$ cat src/rtl/tv_recorder.sv
// Capture buffer: records {stim, resp} samples on a valid/ready handshake, then
// replays them as zero-padded vector words. Optional checker: TV_RECORDER_CHECK_EN.
module tv_recorder #(
    parameter int STIM_W = 2,
    parameter int RESP_W = 1,
    parameter int VEC_W  = 6,
    parameter int DEPTH  = 4,
    localparam int AW    = $clog2(DEPTH)
) (
    input  logic              clk,
    input  logic              rst_n,
    input  logic              start,
    input  logic              stop,
    input  logic              cap_valid,
    input  logic [STIM_W-1:0] cap_stim,
    input  logic [RESP_W-1:0] cap_resp,
    output logic              cap_ready,
    output logic              rd_valid,
    input  logic              rd_ready,
    output logic [VEC_W-1:0]  rd_data,
    output logic [AW-1:0]     rd_index,
    output logic [AW:0]       count,
    output logic              done
`ifdef TV_RECORDER_CHECK_EN
    ,
    input  logic [RESP_W-1:0] cap_exp,
    output logic [AW:0]       err_count,
    output logic              err_flag
`endif
);

    typedef enum logic [1:0] {IDLE, CAPTURE, DUMP} state_t;

    localparam logic [AW:0] FULL = (AW+1)'(DEPTH);

    state_t           state, state_nxt;
    logic [VEC_W-1:0] mem [DEPTH];
    logic [AW-1:0]    wr_ptr, wr_ptr_nxt;
    logic [AW-1:0]    rd_ptr, rd_ptr_nxt;
    logic [AW:0]      count_nxt;
    logic             done_nxt;
    logic             wr_en;
    logic             clr;
    logic [VEC_W-1:0] wr_word;

    always_comb begin
        wr_word = '0;
        wr_word[STIM_W+RESP_W-1:0] = {cap_stim, cap_resp};
    end

    always_comb begin
        state_nxt  = state;
        wr_ptr_nxt = wr_ptr;
        rd_ptr_nxt = rd_ptr;
        count_nxt  = count;
        done_nxt   = 1'b0;
        wr_en      = 1'b0;
        clr        = 1'b0;
        case (state)
            IDLE: begin
                if (start) begin
                    state_nxt = CAPTURE;
                    clr       = 1'b1;
                end
            end
            CAPTURE: begin
                // start wins over both a sample and stop in the same cycle
                if (start) begin
                    clr = 1'b1;
                end else if (cap_valid) begin
                    wr_en      = 1'b1;
                    wr_ptr_nxt = wr_ptr + 1'b1;
                    count_nxt  = count + 1'b1;
                    if (count_nxt == FULL || stop)
                        state_nxt = DUMP;
                end else if (stop) begin
                    state_nxt = (count == '0) ? IDLE : DUMP;
                end
            end
            DUMP: begin
                if (rd_ready) begin
                    if ({1'b0, rd_ptr} == count - 1'b1) begin
                        state_nxt  = IDLE;
                        rd_ptr_nxt = '0;
                        done_nxt   = 1'b1;
                    end else begin
                        rd_ptr_nxt = rd_ptr + 1'b1;
                    end
                end
            end
            default: state_nxt = IDLE;
        endcase
        if (clr) begin
            wr_ptr_nxt = '0;
            rd_ptr_nxt = '0;
            count_nxt  = '0;
        end
    end

    always_ff @(posedge clk or negedge rst_n) begin
        if (!rst_n) begin
            state  <= IDLE;
            wr_ptr <= '0;
            rd_ptr <= '0;
            count  <= '0;
            done   <= 1'b0;
        end else begin
            state  <= state_nxt;
            wr_ptr <= wr_ptr_nxt;
            rd_ptr <= rd_ptr_nxt;
            count  <= count_nxt;
            done   <= done_nxt;
        end
    end

    always_ff @(posedge clk or negedge rst_n) begin
        if (!rst_n) begin
            for (int i = 0; i < DEPTH; i++)
                mem[i] <= '0;
        end else if (wr_en) begin
            mem[wr_ptr] <= wr_word;
        end
    end

    assign cap_ready = (state == CAPTURE);
    assign rd_valid  = (state == DUMP);
    assign rd_index  = rd_ptr;
    // outside DUMP the read port shows zero rather than stale storage
    assign rd_data   = rd_valid ? mem[rd_ptr] : '0;

`ifdef TV_RECORDER_CHECK_EN
    logic        mism;
    logic [AW:0] err_count_nxt;

    // case inequality so X/Z on the response is flagged in simulation
    assign mism = (cap_resp !== cap_exp);

    always_comb begin
        err_count_nxt = err_count;
        if (clr)
            err_count_nxt = '0;
        else if (wr_en && mism)
            err_count_nxt = err_count + 1'b1;
    end

    always_ff @(posedge clk or negedge rst_n) begin
        if (!rst_n) begin
            err_count <= '0;
            err_flag  <= 1'b0;
        end else begin
            err_count <= err_count_nxt;
            if (clr)
                err_flag <= 1'b0;
            else if (state_nxt == DUMP && err_count_nxt != '0)
                err_flag <= 1'b1;
        end
    end
`endif

endmodule

$ cat config.mk
export PLATFORM = sky130hd
export DESIGN_NAME = tv_recorder
export DESIGN_NICKNAME = d
export VERILOG_FILES = /design/src/rtl/tv_recorder.sv
export SDC_FILE = /design/constraint.sdc
export NUM_CORES = 1
export LEC_CHECK = 0
export BUFFER_PORTS_ARGS = -buffer_cell sky130_fd_sc_hd__buf_4
export CAP_MARGIN = 40
export CORE_MARGIN = 2
export CORE_UTILIZATION = 49
export DETAILED_ROUTE_END_ITERATION = 16
export GPL_ROUTABILITY_DRIVEN = 0
export PLACE_DENSITY_LB_ADDON = 0.2
export SKIP_CTS_REPAIR_TIMING = 1
export SYNTH_ARGS = -nofsm -noshare
export SYNTH_HDL_FRONTEND = slang
export SYNTH_SLANG_ARGS = --single-unit
export TNS_END_PERCENT = 1
$ cat constraint.sdc
create_clock -name clk -period 3.3 [get_ports clk]
set_input_delay 0.495 -clock clk [delete_from_list [all_inputs] [get_ports clk]]
set_output_delay 0.495 -clock clk [all_outputs]
set_load 0.01 [all_outputs]
==> results of run 1 <==
==> placed cells by master (no fill, tap or decap) <==
| master | count |
|---|---|
| dfrtp_1 | 22 |
| buf_4 | 19 |
| mux2_2 | 13 |
| nand2_1 | 8 |
| ha_1 | 8 |
| inv_1 | 5 |
| and2_1 | 4 |
| o21ai_0 | 4 |
| mux4_2 | 3 |
| xor2_1 | 3 |
| nor2_1 | 3 |
| mux2i_1 | 3 |
| conb_1 | 3 |
| clkbuf_4 | 3 |
| or2b_1 | 2 |
| nand3_1 | 2 |
| a22o_2 | 2 |
| a211oi_1 | 2 |
| and2b_2 | 1 |
| and3b_2 | 1 |
| xnor2_1 | 1 |
| and3_1 | 1 |
| and4bb_4 | 1 |
| nand3b_1 | 1 |
| o31ai_1 | 1 |
| a21oi_1 | 1 |
| or2_2 | 1 |
| a31o_2 | 1 |
| nand4_1 | 1 |
| a22o_1 | 1 |
| clkbuf_8 | 1 |
==> cell usage after synthesis, drive strengths merged, types with 2 or more instances <==
master,n
nor2,3
xor2,3
o21ai,4
inv,5
mux2,13
nand2,8
a211oi,2
mux2i,3
ha,8
a22o,3
dfrtp,22
mux4,3
nand3,2
or2b,2
buf,6
and2,4
==> path summary, 6_finish.rpt <==
kind                             start           to  slack (ns)  cells past startpoint
max in group asynchronous        rst_n  rd_index[0]        3.02                      1
min in group clk                 start     count[2]        0.41                      2
min                              rst_n    wr_ptr[0]        0.05                      1
min reg2reg                    mem[14]      mem[14]        0.52                      1
max                        rd_index[0]   rd_data[1]        1.04                      3
max reg2reg                   count[0]  rd_index[1]        1.65                      5
==> report_power, final <==
| part | leakage [nW] | total (W) | internal (W) | switching (W) |
|---|---|---|---|---|
| clock | 0.0210 | 0.000151 | 0.0000674 | 0.0000833 |
| sequential | 0.289 | 0.000386 | 0.000335 | 0.0000511 |
| combinational | 0.394 | 0.000199 | 0.000123 | 0.0000761 |
| total | 0.704 | 0.000735 | 0.000525 | 0.000210 |
==> metrics by stage <==
stage | power (W) | hold WS (ns)
final | 0.000735 | 0.0504
after detailed placement | 0.000592 | 0.401
after CTS | 0.000742 | 0.0552
after global placement | 0.000578 | 0.400
after global routing | 0.000786 | 0.0564
after floorplan | 0.000526 | 0.199
==> cell type report <==
class / instances / share of cell area
clock buffer: 4 / 0.0257
timing repair buffer: 19 / 0.101
tap: 30 / 0.0265
inverter: 5 / 0.0133
multi-input combinational: 72 / 0.444
sequential: 22 / 0.389
==> cells by family after synthesis <==
| kind of cell | after synthesis |
|---|---|
| and+or+nand+nor | 26 |
| other | 1 |
| adders and majority gates | 8 |
| AOI/OAI and AO/OA | 12 |
| DFF | 22 |
| xor gates and xnor gates | 4 |
| buffers and inverters | 12 |
| muxes | 19 |
==> per-layer routing <==
layer,wire length [um],share of wire,track usage,vias to the layer above
met3,109,0.049,0.0250,4
met1,987,0.45,0.220,382
li1,-,-,-,390
met4,38,0.017,0.0875,0
met5,0,0,0,-
met2,1080,0.49,0.307,24
==> sequential cells by signal (all words and copies together) (netlist names) <==
signal,cells
mem,12
count,3
rd_index,2
state,2
wr_ptr,2
done,1
==> key figures, run 1 <==
Synth
  – Synth Area in Simple Gates: 0.124
  – Post-synthesis cell count: roughly 100
  – Post-synth top area cell: dfrtp_1
  – Top cells by area, synth: dfrtp_1 45%, mux2_2 12%, ha_1 8.1%
  – Largest family of logic cells by synthesized area: multiplexers
  – Compound-Gate Fraction of Synth Area: 0.0690
  – Area fraction of the dominant cell type after synthesis: 0.447
  – Post-synthesis cell type count: 31
  – Post-synth EDFFs: 0
  – Synth warn: 0
  – Adder-cell area share of the yosys netlist: 0.0812
  – XOR/XNOR Fraction of Synth Area: 0.0284
  – Async SR Flop Fraction: 1.00
  – Sequential-to-total area share from yosys stat: 0.447
  – Synth Cell Area: ~0.0012 mm^2
  – Main synth FF type: dfrtp_1
  – Avg Cell Area, Syn: ~12 um^2
  – #FFs+latches synth: 22
  – Mux cell area share after synthesis: 0.198

Global route
  – First-pass GRT wire length: approximately 3600 um
  – Initial antenna violation count: 0
  – Vias in the first global route: between 700 and 800
  – Gr usage total: 0.180
  – Largest net degree at the start of global routing: 23
  – Total grt overflow: 0

CTS
  – Root Driver: clkbuf_4
  – CTS tree: built
  – Htree depth: 1
  – Clk sinks: 22
  – Clk buf depth: 2
  – Worst-Skew Late Latency: between 0.3 and 0.4 ns
  – Clock buffer count from CTS: 3
  – Clock transition at path regs: approximately 0.12 ns

Layout
  – Final nets: 140
  – Fillcell total: approximately 220
  – Synth-to-layout area growth: 14.7%
  – Seq. cell area: around 550 um^2
  – Share of layout cells above drive strength 1: 0.377
  – Post-layout util: 0.581
  – ANT cells: 0
  – Multi-input gate area: ~630 um^2
  – Non-Filler Instances: 152
  – Fin area: around 0.0014 mm^2

Timing
  – Worst Slack Setup Final: 1.04 ns
  – Fmax: about 440 MHz
  – Total negative slack: 0 ns
  – Slew Limit Fails: 0
  – Final Setup Violations: 0
  – Final Hold Vio Count: 0
  – RSZ-0062 raised after global routing: no
  – Final Skew: roughly 0.0017 ns
  – Period utilization: 0.684
  – Minimum clock period: 2.26 ns

Power and ir drop
  – Leak: slightly above 0.7 nW
  – Maximum VDD drop: ~0.30 mV
  – PwrDens: ~520 mW/mm^2

Routing
  – Vias per cell: 5.26
  – DR iter-0 viols: 6
  – 1st-pass router iterations: 4
  – Routed wire length per instance: ~15 um
  – Post-DRT Antenna Nets: 0
  – Total Routed Length: 2210 um
  – # DRC: 0
  – Vias: 800

Setup path
  – CP max stage cell: dfrtp_1
  – Max incr delay on CP: 0.59 ns
  – Worst path buffer plus inverter count: 1
  – Kind of critical path: reg -> out
  – Ordered cell list for the critical path: mux4_2 > and2_1 > buf_4
  – Crit path max-delay family: flip-flops
  – Critical path peak fanout: 9
  – Startpoint types: flip-flop
  – CP Capture Type: primary output
  – Arrival time of the worst setup path: between 1.5 and 2 ns
  – Required @ worst endpoint: approximately 2.8 ns

Floorplan
  – Starting density of the core: 0.507
  – # rows: 18
  – Core Box Area: between 0.002 and 0.0025 mm^2
  – DIE WIDTH: between 50 and 60 um
  – I/O pin cnt: 23
  – Die height: around 54 um
  – Die area: 0.00293 mm^2

Place
  – Pre-CTS WS: ~1.4 ns
  – Placed cell area: approximately 0.0014 mm^2
  – Dpl cells: 148
  – # port buffers: 19
  – Detailed placer's ending HPWL: ~1700 um

Flow run
  – Max Cap Viol: 0

Outcome
  – Status: finished clean

Worst hold path
  – Hold Crit Class: in -> async
No activity file was read; power rests on OpenSTA's default activity.
==> run 2: changes to the inputs <==
==> constraint.sdc (replaced) <==
create_clock -name clk -period 2.35 [get_ports clk]
set_input_delay 0.3525 -clock clk [delete_from_list [all_inputs] [get_ports clk]]
set_output_delay 0.3525 -clock clk [all_outputs]
set_load 0.01 [all_outputs]
==> key figures, run 2 (synthesis results as in run 1) <==
Layout
  – Final nets: around 140
  – Most frequent cells in the layout: 22 x dfrtp_1, 19 x buf_4, 13 x mux2_2
  – Synth-to-layout area growth: 14.4%
  – Biggest register: mem
  – Biggest regs: mem (12), count (3)
  – ANT cells: 0
  – Fin area: 0.00141 mm^2
  – Commonest non-fill, non-tap cell in the layout: dfrtp_1
  – Fillcell total: approximately 230
  – Share of layout cells above drive strength 1: 0.369
  – Max FFs per register: 12

Outcome
  – Status: finished clean

Place
  – Pre-CTS WS: roughly 0.6 ns
  – # port buffers: 19
  – Detailed placer's ending HPWL: 1600 um
  – Placed cell area: around 0.0014 mm^2

Routing
  – Routed wire length per instance: 14.1 um
  – Vias: 797
  – DR iter-0 viols: 4
  – Post-DRT Antenna Nets: 0
  – Vias per cell: between 5 and 6
  – 1st-pass router iterations: 4
  – # DRC: 0
  – Total Routed Length: roughly 2100 um

Setup path
  – Startpoint types: flip-flop
  – R2R Path End: rd_index[1]
  – Worst r2r src: count[0]
  – R2r setup slk: between 0.7 and 0.8 ns
  – Kind of critical path: reg -> out
  – Required @ worst endpoint: approximately 2.0 ns
  – Critical path peak fanout: 9
  – Worst-case reg-to-reg path depth: 5
  – Arrival time of the worst setup path: around 1.8 ns
  – CP Capture Type: primary output

Global route
  – Total grt overflow: 0
  – Initial antenna violation count: 0
  – Gr usage total: 0.172
  – Vias in the first global route: 740
  – First-pass GRT wire length: between 3000 and 4000 um
  – Largest net degree at the start of global routing: 23

CTS
  – Htree depth: 1
  – Clock transition at path regs: 0.12 ns
  – Clk sinks: 22
  – Root Driver: clkbuf_4
  – Clock buffer count from CTS: 3
  – Clk buf depth: 2
  – Worst-Skew Late Latency: around 0.30 ns
  – CTS tree: built

Power and ir drop
  – Share of power burned in the clock network: 0.173
  – Leak: 0.701 nW
  – PwrDens: 699 mW/mm^2
  – Comb power frac: 0.279
  – Power Internal: 0.000702 W
  – P_sw: 0.000283 W
  – Switching Fraction: 0.287
  – Flop pwr share: 0.548
  – Maximum VDD drop: approximately 0.43 mV

Floorplan
  – Die height: approximately 54 um
  – # rows: 18
  – I/O pin cnt: 23
  – Starting density of the core: 0.507
  – DIE WIDTH: about 54 um
  – Core Box Area: approximately 0.0024 mm^2
  – Die area: 0.00293 mm^2

Timing
  – Total negative slack: 0 ns
  – Final Skew: roughly 0.0021 ns
  – Minimum clock period: roughly 2.1 ns
  – RSZ-0062 raised after global routing: no
  – Period utilization: 0.893
  – Final Setup Violations: 0
  – Worst Slack Setup Final: between 0.2 and 0.3 ns
  – Final Hold Vio Count: 0
  – Fmax: ~480 MHz
  – Slew Limit Fails: 0
  – Worst hold margin: 0.267 ns

Worst hold path
  – Hold Crit Class: in -> reg
  – Min-Delay Startpoint: start
  – Hold worst-path end: count[2]
  – Hold path cells: 2

Flow run
  – Max Cap Viol: 0
## run 2: changes by cell type in the layout (fill, tap and decap cells not counted), sizes merged
cell         previous run  this run
clkbuf                  4         3
dlygate4sd3             0         1
## run 2: final cells by class
type / instances / area [um^2] / area share
well taps: 30 / 37.5 / 0.0266
repair buffers: 20 / 153 / 0.108
flip-flops and latches: 22 / 551 / 0.390
multi-input cells: 72 / 628 / 0.445
inverters: 5 / 18.8 / 0.0133
clock buffers: 3 / 22.5 / 0.0160
## run 2: worst max path at each step
stage | to | cells past startpoint | slack, ns | startpoint
after detailed placement | rd_data[0] | 3 | 0.59 | rd_index[0]
after global placement | rd_data[1] | 3 | 0.61 | rd_index[0]
after global routing | rd_data[1] | 3 | 0.13 | rd_index[0]
after CTS | rd_data[0] | 3 | 0.24 | rd_index[0]
after floorplan | rd_data[0] | 3 | 0.73 | rd_index[0]
final | rd_data[1] | 3 | 0.25 | rd_index[0]
## run 2: routing by layer
| layer | up-vias | global-route usage | routed length, um |
|---|---|---|---|
| li1 | 392 | - | - |
| met4 | 0 | 0.0625 | 23 |
| met1 | 383 | 0.236 | 1030 |
| met3 | 4 | 0.0361 | 116 |
| met2 | 18 | 0.267 | 976 |
| met5 | - | 0 | 0 |
## run 2: critical path, stage by stage (launching register included)
cell     delay [ns]
dfrtp_1        0.59
mux4_2         0.54
and2_1         0.18
buf_4          0.14
## run 2: power by group through the flow
stage | sequential, W | clock, W | combinational [W]
after floorplan | 0.000521 | 0 | 0.000218
after global placement | 0.000543 | 0 | 0.000268
after detailed placement | 0.000548 | 0 | 0.000278
after CTS | 0.000541 | 0.000177 | 0.000278
after global routing | 0.000555 | 0.000195 | 0.000312
final | 0.000540 | 0.000170 | 0.000275
## run 2: metrics by stage
| step | total power (W) | utilization | cells |
|---|---|---|---|
| finish | 0.000985 | 0.580 | 152 |
| CTS | 0.000997 | 0.576 | 151 |
| global placement | 0.000812 | 0.566 | 148 |
| detailed placement | 0.000826 | 0.566 | 148 |
| global route | 0.00106 | 0.580 | 152 |
| floorplan | 0.000739 | - | 106 |
